### config.mk
export PLATFORM = sky130hd
export DESIGN_NAME = hazard_scoreboard
export DESIGN_NICKNAME = d
export VERILOG_FILES = /design/src/rtl/scoreboard_pkg.sv /design/src/rtl/scoreboard_match.sv /design/src/rtl/hazard_scoreboard.sv
export SDC_FILE = /design/constraint.sdc
export NUM_CORES = 1
export LEC_CHECK = 0
export BUFFER_PORTS_ARGS = -buffer_cell sky130_fd_sc_hd__buf_2
export CAP_MARGIN = 15
export CORE_ASPECT_RATIO = 0.75
export CORE_MARGIN = 5
export CORE_UTILIZATION = 46
export CTS_CLUSTER_SIZE = 16
export DETAILED_ROUTE_END_ITERATION = 12
export PLACE_DENSITY = 0.75
export SETUP_SLACK_MARGIN = 0.5
export SYNTH_ARGS = -nofsm -noshare
export SYNTH_HDL_FRONTEND = slang
export SYNTH_SLANG_ARGS = --single-unit
### constraint.sdc
create_clock -name clk -period 2.2 [get_ports clk]
set_input_delay 0.22 -clock clk [delete_from_list [all_inputs] [get_ports clk]]
set_output_delay 0.22 -clock clk [all_outputs]
set_load 0.02 [all_outputs]
### src/rtl/scoreboard_pkg.sv
// scoreboard_pkg: shared slot layout, defaults and parameter checks for hazard_scoreboard
package scoreboard_pkg;
  localparam int ADDR_W_DEF = 5;
  localparam int DEPTH_DEF = 3;
  localparam int SEL_W_DEF = 3;
  localparam int FWD_NONE = 0;
  typedef struct packed {
    logic valid;
    logic [ADDR_W_DEF-1:0] addr;
    logic is_load;
  } slot_t;
  function automatic bit depth_ok(input int depth, input int sel_w);
    return depth >= 1 && depth <= 7 && (2 ** sel_w) > depth;
  endfunction
endpackage

### src/rtl/scoreboard_match.sv
// scoreboard_match: compares one decode source against every in-flight slot, reports youngest hit
module scoreboard_match import scoreboard_pkg::*; #(
  parameter int ADDR_W = ADDR_W_DEF,
  parameter int DEPTH = DEPTH_DEF,
  parameter int SEL_W = SEL_W_DEF
) (
  input  logic [ADDR_W-1:0]       src_addr,
  input  logic                    src_use,
  input  logic [DEPTH-1:0]        slot_valid,
  input  logic [DEPTH*ADDR_W-1:0] slot_addr,
  input  logic [DEPTH-1:0]        slot_load,
  output logic                    hit,
  output logic [SEL_W-1:0]        sel,
  output logic                    sel_load
);
  logic [DEPTH-1:0] m;
  for (genvar i = 0; i < DEPTH; i++) begin : g_cmp
    assign m[i] = src_use & (src_addr != '0) & slot_valid[i] & (slot_addr[i*ADDR_W +: ADDR_W] == src_addr);
  end
  assign hit = |m;
  // walk oldest to youngest so the youngest hit is the one left standing
  always_comb begin
    sel = SEL_W'(FWD_NONE);
    sel_load = 1'b0;
    for (int k = DEPTH - 1; k >= 0; k--) begin
      if (m[k]) begin
        sel = SEL_W'(k + 1);
        sel_load = slot_load[k];
      end
    end
  end
endmodule

### src/rtl/hazard_scoreboard.sv
// hazard_scoreboard: in-flight destination tracker driving RAW stall/bubble and writeback address.
// Define SCOREBOARD_FORWARD_EN to add fwd_sel0/fwd_sel1 and stall only on load-use.
module hazard_scoreboard import scoreboard_pkg::*; #(
  parameter int ADDR_W = ADDR_W_DEF,
  parameter int DEPTH = DEPTH_DEF,
  parameter int SEL_W = SEL_W_DEF
) (
  input  logic                    clk,
  input  logic                    rst,
  input  logic                    issue_valid,
  input  logic [ADDR_W-1:0]       src0_addr,
  input  logic                    src0_use,
  input  logic [ADDR_W-1:0]       src1_addr,
  input  logic                    src1_use,
  input  logic [ADDR_W-1:0]       dst_addr,
  input  logic                    dst_wr,
  input  logic                    dst_is_load,
  input  logic                    ext_stall,
  input  logic                    squash,
  output logic                    hazard_stall,
  output logic                    bubble,
  output logic [DEPTH-1:0]        pend_valid,
  output logic [DEPTH*ADDR_W-1:0] pend_addr,
  output logic                    wb_en,
  output logic [ADDR_W-1:0]       wb_addr
`ifdef SCOREBOARD_FORWARD_EN
  ,
  output logic [SEL_W-1:0]        fwd_sel0,
  output logic [SEL_W-1:0]        fwd_sel1
`endif
);
  if (!depth_ok(DEPTH, SEL_W)) begin : g_bad_param
    $error("hazard_scoreboard: DEPTH must be 1..7 and below 2**SEL_W");
  end
  typedef struct packed {
    logic valid;
    logic [ADDR_W-1:0] addr;
    logic is_load;
  } wslot_t;
  wslot_t slots [DEPTH];
  wslot_t entry;
  logic [DEPTH-1:0] slot_load;
  logic hit0, hit1, load0, load1, stall0, stall1;
  logic [SEL_W-1:0] sel0, sel1;
  always_comb begin
    entry.valid = issue_valid & dst_wr & ~squash & ~hazard_stall & (dst_addr != '0);
    entry.addr = dst_addr;
    entry.is_load = dst_is_load;
  end
  always_ff @(posedge clk) begin
    if (rst) begin
      for (int k = 0; k < DEPTH; k++) slots[k] <= '0;
    end else if (!ext_stall) begin
      slots[0] <= entry;
      for (int k = 1; k < DEPTH; k++) slots[k] <= slots[k-1];
    end
  end
  for (genvar i = 0; i < DEPTH; i++) begin : g_flat
    assign pend_valid[i] = slots[i].valid;
    assign pend_addr[i*ADDR_W +: ADDR_W] = slots[i].addr;
    assign slot_load[i] = slots[i].is_load;
  end
  assign wb_en = slots[DEPTH-1].valid;
  assign wb_addr = slots[DEPTH-1].addr;
  scoreboard_match #(.ADDR_W(ADDR_W), .DEPTH(DEPTH), .SEL_W(SEL_W)) u_match0 (
    .src_addr(src0_addr), .src_use(src0_use), .slot_valid(pend_valid), .slot_addr(pend_addr),
    .slot_load(slot_load), .hit(hit0), .sel(sel0), .sel_load(load0)
  );
  scoreboard_match #(.ADDR_W(ADDR_W), .DEPTH(DEPTH), .SEL_W(SEL_W)) u_match1 (
    .src_addr(src1_addr), .src_use(src1_use), .slot_valid(pend_valid), .slot_addr(pend_addr),
    .slot_load(slot_load), .hit(hit1), .sel(sel1), .sel_load(load1)
  );
`ifdef SCOREBOARD_FORWARD_EN
  // only a load still in execute cannot be bypassed
  assign stall0 = hit0 & load0 & (sel0 == SEL_W'(1));
  assign stall1 = hit1 & load1 & (sel1 == SEL_W'(1));
  assign fwd_sel0 = sel0;
  assign fwd_sel1 = sel1;
`else
  assign stall0 = hit0;
  assign stall1 = hit1;
`endif
  assign hazard_stall = issue_valid & ~squash & (stall0 | stall1);
  assign bubble = hazard_stall & ~ext_stall;
endmodule

# Word-level counts from Yosys, hierarchy flattened
# Memories as Yosys holds them, arrays and structs flattened.
# Index checks and enable logic that the tools add are counted.
dict set report classes {
  n_mux 8
  n_reduce_logical 5
  bitwise 28
  n_eq_ne 6
}
# cell count
set op_table {}
lappend op_table {{$eq 5x5->1} 6}
lappend op_table {{$and 1x1->1} 21}
lappend op_table {{$mux 7} 3}
lappend op_table {{$reduce_bool 5->1} 3}
lappend op_table {{$reduce_or 3->1} 2}
lappend op_table {{$mux 1} 5}
lappend op_table {{$or 1x1->1} 4}
lappend op_table {{$not 1->1} 3}
dict set report word_totals {
  memories 1
  word_cells 48
  reg_bits 0
  ram_bits 21
}
# name words width rd rd_clocked_by_memory_dff wr line
set memory_table {}
lappend memory_table {slots 3 7 3 0 3 hazard_scoreboard.sv:40} ;# wslot_t slots [DEPTH];

# Logic depth before layout (Yosys ltp)
# Gate-level depths: netlist of the first run.
dict set report logic_depth {
  ltp_word 11
  depth_mapped 5
  mapped_depth_nobuf 5
}

# Cells and area by module
# A second synthesis of the first run with hierarchy kept.
dict set report hier_totals {
  hier_cells 135
  area_unflattened_um2 1405.1
}
# module seq_area_each_um2 area_per_inst_um2 cells_per_inst n_inst
set modules_own_cells {}
lappend modules_own_cells {hazard_scoreboard 630.6 874.6 59 1}
lappend modules_own_cells {scoreboard_match 0.0 265.3 38 2}

# Worst setup path after synthesis of the first run
# Ideal clock, no wire load.
dict set report synth_path {
  path_type {register to output}
  start {memory slots[0][12] (netlist bit)}
  end {output bubble}
  n_path_buf 0
  arrival_ps 1705
  slack_ps 275
  path_stages_with_launch 6
  cell_sequence {edfxtp_1 -> xor2_1 -> nor4_2 -> nand3_1 -> a31o_1 -> a211oi_2}
}
# item line
set synth_rtl {}
lappend synth_rtl {{start: declaration} hazard_scoreboard.sv:40}
lappend synth_rtl {{end: declaration} hazard_scoreboard.sv:21} ;# output logic bubble,

==> flow_metrics.tcl, run 1 <==
set metrics [dict create \
    post-route-period-util_pct 102 \
    rsz0062_at_grt "yes" \
    finish.net_count 181 \
    numCtsBuffers 3 \
    synth_area_um2 1140 \
    ys_seq_area_share_pct 47.6 \
    crit_fanout 3 \
    cts_tree "done" \
    timing.final.ws_setup_ns -0.0444 \
    remaining_drc_errors 0 \
    violations "setup timing" \
    p_leak_nw 0.706 \
    synthMuxAreaShare_pct 0 \
    min_path_type "in -> reg" \
    synth_nets 123 \
    drive_gt1_share_pct 47.1 \
    swShare_pct 30.3 \
    nFillCells 200 \
    diodes 0 \
    crit_path_max_incr_delay_ns 0.45 \
    p_per_area_nw_per_um2 519 \
    p_switching_w 0.000244 \
    fp.dieArea_um2 3570 \
    finalSetupViolCount 1 \
    antenna_found_initial 0 \
    critPathBufInv 1 \
    synth-xor-area-share_pct 23.1 \
    initial_core_util_pct 48.8 \
    grt_pass1_wl_um 4400 \
    finalMaxSlewViolations 0 \
    crit_chain "xor2_1 > nor4_2 > nand3_1 > a31o_4 > a211oi_4 > buf_6" \
    regMostFlops "slots" \
    ant_nets 0 \
    core_um2 2330 \
    synth_fa_ha_area_share_pct 0 \
    yosysTopAreaCellShare_pct 47.6 \
    drv_cap 0 \
    end_kind "output pin" \
    largest_reg_flops 18 \
    portBuffers 48 \
    fmax_ghz 0.446 \
    yosysUniqueCellTypes 20 \
    first_pass_iters 4 \
    multiInputGateArea_um2 608 \
    wl_um 2820 \
    clkTransAtPathRegs_ns 0.10 \
    tightest_slew_ns 0.838 \
    clkPwrFrac_pct 19.5 \
    place_ws_ns 0.160 \
    cp-start-kind "flop" \
    seqCellArea_um2 541 \
    vias 963 \
    cp_slowest_cell "edfxtp_1" \
    synth-simple-area-share_pct 21.0 \
    fin_cells 189 \
    worstPathRequired_ns 1.98 \
    path_delay_family "compound AO/OA/AOI/OAI gates" \
    synth_seq_cells 18 \
    initialDrtViolationCount 46 \
    wire_per_inst_um 14.9 \
    cts.sinks 18 \
    fin_area_um2 1560 \
    holdBufCountCts 0 \
    yosysTopAreaCell "edfxtp_1" \
    internal_power_w 0.000563 \
    synthTopCellsByArea "edfxtp_1 48%, xor2_1 19%, and2_1 9.4%" \
    crit_type "reg -> out" \
    dp_cells 175 \
    report.final.hold_viol_count 0 \
    yosysWarnings 0 \
    grt_util_all_layers_pct 16.8 \
    grt_max_degree 19 \
    min_period_ns 2.24 \
    synthCells 99 \
    root_buffer "clkbuf_4" \
    place_area_um2 1390 \
    status "finished with violations" \
    seqPwrFrac_pct 53.1 \
    synth_top_family_by_area "XOR/XNOR gates" \
    gp_congestion 0.803 \
    pwr-share-comb_pct 27.5 \
    top_regs "slots: 18 flops" \
    grt_pass1_vias 930 \
    clock_latency_ns 0.28 \
    syn_area_per_cell_um2 11.5 \
    slew_headroom_pct 44.1 \
    vias_per_cell 5.10 \
    grt_overflow 0 \
    clock_skew_ns 0.00867 \
    fp-row-count 15 \
    dieWidth_um 67.4 \
    ctsHtreeMaxLevel 1 \
    io_pins 50 \
    clock_path_buffers 2 \
    ir_drop_uv 315 \
    final_core_util_pct 66.9 \
    chipHeight_um 53.0 \
    syn2layout_area_growth_pct 37.0 \
    critPathArrivalTime_ns 2.02 \
    synth-compound-area-share_pct 3.96 \
]
-- layout make-up --
type,instances,area share [%]
Timing Repair Buffer,60,22.0
Multi-Input combinational cell,74,39.1
Tap cell,34,2.73
Sequential cell,18,34.7
Clock buffer,3,1.45
-- worst register-to-register path: stages (launching register included) --
cell and delay [ns]:
edfxtp_1 0.45, xor2_1 0.21, nor4_2 0.29, nand3_1 0.14, a31o_4 0.26, and3_1 0.16
-- placed cells by master (no fill, tap or decap) --
cell type  instances
nand2b_1           2
o21ai_1            1
and3_1             1
clkbuf_4           3
nor4_2             5
o21ai_0            1
a31o_4             2
and2_1            17
xnor2_1            6
nor2_1             2
nor4bb_1           1
a21oi_2            1
xor2_2             1
nand3_1            6
or4_1              3
nor4_1             1
xor2_1            23
a211oi_4           1
buf_6              2
buf_4             12
edfxtp_1          18
buf_2             46
-- power by group through the flow --
| stage | Clock [W] | Combinational [W] | Sequential [W] |
|---|---|---|---|
| floorplan | 0 | 0.0000877 | 0.000464 |
| global placement | 0 | 0.000178 | 0.000438 |
| detailed placement | 0 | 0.000186 | 0.000439 |
| CTS | 0.000162 | 0.000205 | 0.000429 |
| global route | 0.000187 | 0.000240 | 0.000432 |
| finish | 0.000157 | 0.000222 | 0.000429 |
-- synthesized netlist by cell type --
cell and instances:
xor2_1 24, edfxtp_1 18, and2_1 17, buf_4 6, nand3_1 6, xnor2_1 6
nor4_1 5, or4_1 3, nand2b_1 2, nor2_1 2, a211oi_2 1, a21oi_1 1
a31o_1 1, a31o_2 1, and3_1 1, clkbuf_1 1, nor4_2 1, nor4bb_1 1
o21ai_0 1, o21ai_1 1
-- per-layer routing --
layer  routed length [um]  vias up  track usage, %
li1                     -      458               -
met1                 1210      452            22.1
met2                 1320       51            27.6
met3                  276        2            3.61
met4                   13        0            5.05
met5                    0        -               0
-- metrics by stage --
| stage | setup TNS (ns) | hold WS (ns) | total power [W] |
|---|---|---|---|
| floorplan | 0 | 0.418 | 0.000552 |
| global placement | 0 | 0.508 | 0.000616 |
| detailed placement | 0 | 0.516 | 0.000624 |
| CTS | -0.0695 | 0.218 | 0.000796 |
| global route | -0.178 | 0.200 | 0.000859 |
| finish | -0.0444 | 0.220 | 0.000808 |
-- repair_timing --
item,4_1_cts,5_1_grt
buffers inserted,6,5
gates resized for setup,8,3
endpoints found under the setup margin,3,3
pin swaps,9,11
-- path summary, 6_finish.rpt --
check	from	end	slack, ns	cells past startpoint
setup / recovery	slots[0][2]	bubble	-0.04	6
hold / removal	dst_addr[1]	slots[0][2]	0.22	2
setup reg to reg	slots[0][17]	slots[0][6]	0.47	5
hold reg to reg	slots[0][6]	slots[0][13]	0.64	1
-- kinds of logic after synthesis --
kind of cell | count (synthesis)
DFF | 18
and+or+nand+nor | 38
xor gates and xnor gates | 30
buffers and inverters | 7
AOI/OAI and AO/OA | 6
(Power assumes the default switching activity.)
==> inputs of run 2 (changes only) <==
--- a/config.mk
+++ b/config.mk
@@ -8,7 +8,7 @@
 export BUFFER_PORTS_ARGS = -buffer_cell sky130_fd_sc_hd__buf_2
 export CAP_MARGIN = 15
 export CORE_ASPECT_RATIO = 0.75
-export CORE_MARGIN = 5
+export CORE_MARGIN = 2
 export CORE_UTILIZATION = 46
 export CTS_CLUSTER_SIZE = 16
 export DETAILED_ROUTE_END_ITERATION = 12
==> run 2 against run 1 <==
The flow still finishes with violations (setup timing). Fmax rose by 0.95%. Non-clock buffer count fell by 4. Setup slack improved by 0.021 ns. Critical path depth did not move. Die area fell by 19%. Utilization fell by 2.0 points. Global-route usage rose by 2.2 points. Count of clock-buffer cells in the layout did not move.
==> flow_metrics.tcl, run 2 (synthesis results as in run 1) <==
set metrics [dict create \
    io_pins 50 \
    initial_core_util_pct 48.8 \
    wl_um 2530 \
    dp_cells 175 \
    first_pass_iters 4 \
    finish.net_count 177 \
    fin_cells 185 \
    clock_path_buffers 2 \
    total_power_w 0.000795 \
    vias_per_cell 4.90 \
    multiInputGateArea_um2 594 \
    seqCellArea_um2 541 \
    grt_overflow 0 \
    wire_per_inst_um 13.6 \
    worstPathRequired_ns 1.98 \
    rsz0062_at_grt "yes" \
    worst_hold_slack_ns 0.220 \
    nFillCells 216 \
    grt_pass1_wl_um 3770 \
    ir_drop_uv 291 \
    timing.final.ws_setup_ns -0.0233 \
    dieWidth_um 61.4 \
    timing.setup.tns_ns -0.0233 \
    clock_latency_ns 0.28 \
    min_period_ns 2.22 \
    numCtsBuffers 3 \
    end_kind "output pin" \
    min_path_type "in -> reg" \
    tightest_slew_ns 0.838 \
    portBuffers 48 \
    largest_reg_flops 18 \
    vias 907 \
    crit_type "reg -> out" \
    diodes 0 \
    grt_pass1_vias 843 \
    violations "setup timing" \
    cts.sinks 18 \
    cts_tree "done" \
    drive_gt1_share_pct 44.4 \
    clkTransAtPathRegs_ns 0.11 \
    top_regs "slots: 18 flops" \
    slew_headroom_pct 44.1 \
    post-route-period-util_pct 101 \
    chipHeight_um 47.0 \
    p_per_area_nw_per_um2 527 \
    fmax_ghz 0.450 \
    root_buffer "clkbuf_4" \
    report.final.hold_viol_count 0 \
    cp-start-kind "flop" \
    clock_skew_ns 0.00713 \
    remaining_drc_errors 0 \
    final_cell_mix "46 x buf_2, 24 x xor2_1, 18 x edfxtp_1" \
    final_common_cell "buf_2" \
    status "finished with violations" \
    fp-row-count 15 \
    grt_util_all_layers_pct 19.0 \
    grt_max_degree 19 \
    initialDrtViolationCount 39 \
    ctsHtreeMaxLevel 1 \
    critPathArrivalTime_ns 2.00 \
    place_ws_ns 0.124 \
    antenna_found_initial 0 \
    fp.dieArea_um2 2890 \
    ant_nets 0 \
    syn2layout_area_growth_pct 32.8 \
    finalMaxSlewViolations 0 \
    hpwl_um 1950 \
    crit_fanout 3 \
    holdBufCountCts 0 \
    drv_cap 0 \
    regMostFlops "slots" \
    gp_congestion 0.753 \
    core_um2 2330 \
    finalSetupViolCount 1 \
    p_leak_nw 0.683 \
]
[run 2: cell count changes in the layout (fill, tap and decap cells not counted), sizes merged]
cell / delta
buf: -4
[run 2: report_power, final]
group | total [W] | switching, W | internal, W
Clock | 0.000161 | 0.0000979 | 0.0000635
Combinational | 0.000206 | 0.000118 | 0.0000877
Sequential | 0.000428 | 0.0000251 | 0.000403
Total | 0.000795 | 0.000241 | 0.000555
[run 2: final cells by class]
class	count	share of cell area (%)
clock buffer	3	1.49
tap	34	2.82
timing repair buffer	56	20.5
sequential	18	35.8
multi-input combinational	74	39.4
[run 2: worst max-delay path, cell delays in order, from the launching register on]
cell and delay (ns):
edfxtp_1 0.45, xor2_1 0.17, nor4_1 0.31, nand3_1 0.14
a31o_4 0.26, a211oi_4 0.24, buf_6 0.14
[run 2: through the flow]
stage                     cell area, um2  util [%]
after global routing                1510      64.8
final                               1510      64.8
after CTS                           1500      64.6
after detailed placement            1390      59.7
after global placement              1390      59.7
after floorplan                     1150         -
[run 2: worst paths after layout]
check | from | endpoint | slack [ns] | cells past startpoint
worst min register to register | slots[0][13] | slots[0][20] | 0.64 | 1
worst max-delay path | slots[0][2] | bubble | -0.02 | 6
worst max register to register | slots[0][19] | slots[0][6] | 0.46 | 5
worst min-delay path | dst_addr[0] | slots[0][1] | 0.22 | 2
[run 2: metal layers]
metal	part of all wire [%]	vias up	GRT usage, %
met3	6.5	2	2.75
met5	0	-	0
met1	47	412	25.1
li1	-	451	-
met4	0.51	0	6.38
met2	45	42	32.8
[run 2: timing repair]
item,CTS,global route
gates resized for setup,7,1
pin swaps,13,2
cloned,0,0
setup endpoints to repair,3,3
setup buffers,7,0
==> inputs of run 3 (changes only) <==
--- a/config.mk
+++ b/config.mk
@@ -9,10 +9,10 @@
 export CAP_MARGIN = 15
 export CORE_ASPECT_RATIO = 0.75
 export CORE_MARGIN = 2
-export CORE_UTILIZATION = 46
+export CORE_UTILIZATION = 50
 export CTS_CLUSTER_SIZE = 16
 export DETAILED_ROUTE_END_ITERATION = 12
-export PLACE_DENSITY = 0.75
+export PLACE_DENSITY = 0.81
 export SETUP_SLACK_MARGIN = 0.5
 export SYNTH_ARGS = -nofsm -noshare
 export SYNTH_HDL_FRONTEND = slang
==> constraint.sdc (replaced) <==
create_clock -name clk -period 2.7 [get_ports clk]
set_input_delay 0.27 -clock clk [delete_from_list [all_inputs] [get_ports clk]]
set_output_delay 0.27 -clock clk [all_outputs]
set_load 0.02 [all_outputs]
==> run 3 against run 2 <==
The run now ends clean. Clock skew shrank 0.0049 ns. Non-clock buffer count shrank 1. Via count grew 4.0%. Critical path type unchanged.
==> flow_metrics.tcl, run 3 (synthesis results as in run 1) <==
set metrics [dict create \
    min_to "slots[0][1]" \
    syn2layout_area_growth_pct 29.1 \
    clock_latency_ns 0.30 \
    vias 943 \
    post-route-period-util_pct 84.8 \
    largest_reg_flops 18 \
    ant_nets 0 \
    finish.net_count 176 \
    antenna_found_initial 0 \
    rrSetupSlack_ns 0.98 \
    core_um2 2080 \
    internal_power_w 0.000453 \
    cts.sinks 18 \
    p_leak_nw 0.675 \
    critPathArrivalTime_ns 2.02 \
    fp.dieArea_um2 2670 \
    p_per_area_nw_per_um2 448 \
    gp_congestion 0.843 \
    fp-row-count 14 \
    portBuffers 48 \
    grt_overflow 0 \
    tightest_slew_ns 0.828 \
    holdPathStages 2 \
    clkPwrFrac_pct 21.0 \
    ctsHtreeMaxLevel 1 \
    chipHeight_um 45.3 \
    timing.rr.end "slots[0][6]" \
    vias_per_cell 5.39 \
    cp-start-kind "flop" \
    grt_max_degree 19 \
    clock_skew_ns 0.00223 \
    wl_um 2690 \
    crit_type "reg -> out" \
    dp_cells 165 \
    final_common_cell "buf_2" \
    holdBufCountCts 0 \
    reg2reg_from "slots[0][4]" \
    final_cell_mix "46 x buf_2, 24 x xor2_1, 18 x edfxtp_1" \
    status "finished, final reports clean" \
    finalSetupViolCount 0 \
    worstPathRequired_ns 2.43 \
    grt_pass1_vias 941 \
    initialDrtViolationCount 30 \
    seqPwrFrac_pct 53.1 \
    hpwl_um 2070 \
    drive_gt1_share_pct 43.0 \
    hp-start "dst_addr[0]" \
    numCtsBuffers 3 \
    ir_drop_uv 284 \
    slew_headroom_pct 44.8 \
    clkTransAtPathRegs_ns 0.10 \
    rsz0062_at_grt "yes" \
    io_pins 50 \
    initial_core_util_pct 54.5 \
    wire_per_inst_um 15.4 \
    p_switching_w 0.000204 \
    fin_cells 175 \
    worstRegToRegCells 6 \
    grt_util_all_layers_pct 21.6 \
    clock_path_buffers 2 \
    total_power_w 0.000657 \
    root_buffer "clkbuf_4" \
    top_regs "slots: 18 flops" \
    drv_cap 0 \
    pwr-share-comb_pct 25.9 \
    final_core_util_pct 70.3 \
    cts_tree "done" \
    diodes 0 \
    crit_fanout 4 \
    regMostFlops "slots" \
    timing.setup.tns_ns 0 \
    fmax_ghz 0.437 \
    min_period_ns 2.29 \
    finalMaxSlewViolations 0 \
    min_path_type "in -> reg" \
    end_kind "output pin" \
    remaining_drc_errors 0 \
    dieWidth_um 59.0 \
    grt_pass1_wl_um 4110 \
    swShare_pct 31.1 \
    report.final.hold_viol_count 0 \
    first_pass_iters 4 \
]
## run 3: worst max path at each step
| stage | start | to | slack (ns) |
|---|---|---|---|
| 2_1_floorplan | slots[0][12] | bubble | 0.73 |
| 3_3_place_gp | slots[0][19] | bubble | 0.75 |
| 3_5_place_dp | slots[0][19] | bubble | 0.67 |
| 4_1_cts | slots[0][8] | bubble | 0.40 |
| 5_1_grt | slots[0][4] | bubble | 0.27 |
| 6_report | slots[0][4] | bubble | 0.41 |
## run 3: critical path, stage by stage (launching register included)
cell	delay [ns]
edfxtp_1	0.45
buf_4	0.17
xor2_1	0.17
nor4_2	0.17
nand3_1	0.11
a31o_2	0.28
a211oi_2	0.19
buf_4	0.17
## run 3: area by class of cell
type / instances / area (um2)
multi-input combinational: 74 / 572
fill: 163 / 618
sequential: 18 / 541
clock inverter: 1 / 3.75
tap: 24 / 30.0
timing repair buffer: 55 / 298
clock buffer: 3 / 22.5
## run 3: power groups by stage
stage / clock network [W] / logic, W / registers [W]
2_1_floorplan: 0 / 0.0000707 / 0.000378
5_1_grt: 0.000155 / 0.000182 / 0.000352
6_report: 0.000138 / 0.000170 / 0.000349
4_1_cts: 0.000139 / 0.000160 / 0.000350
3_3_place_gp: 0 / 0.000142 / 0.000356
3_5_place_dp: 0 / 0.000150 / 0.000358
## run 3: per-stage QoR
| step | area [um2] | hold WS (ns) | setup slack (ns) |
|---|---|---|---|
| after floorplan | 1140 | 0.468 | 0.725 |
| after global placement | 1370 | 0.559 | 0.752 |
| after detailed placement | 1370 | 0.564 | 0.669 |
| after CTS | 1430 | 0.252 | 0.399 |
| after global routing | 1470 | 0.245 | 0.272 |
| final | 1470 | 0.253 | 0.410 |
## run 3: what timing repair did
item	4_1_cts	5_1_grt
setup endpoints to repair	2	2
pin swaps	11	3
resized for setup	3	3
buffers inserted	4	2
## run 3: per-layer routing
layer	vias up	share of wire, %	track usage [%]
met5	-	0	0
met4	0	1.4	4.55
met3	4	7.3	5.44
met2	56	49	39.8
met1	435	43	25.7
li1	448	-	-
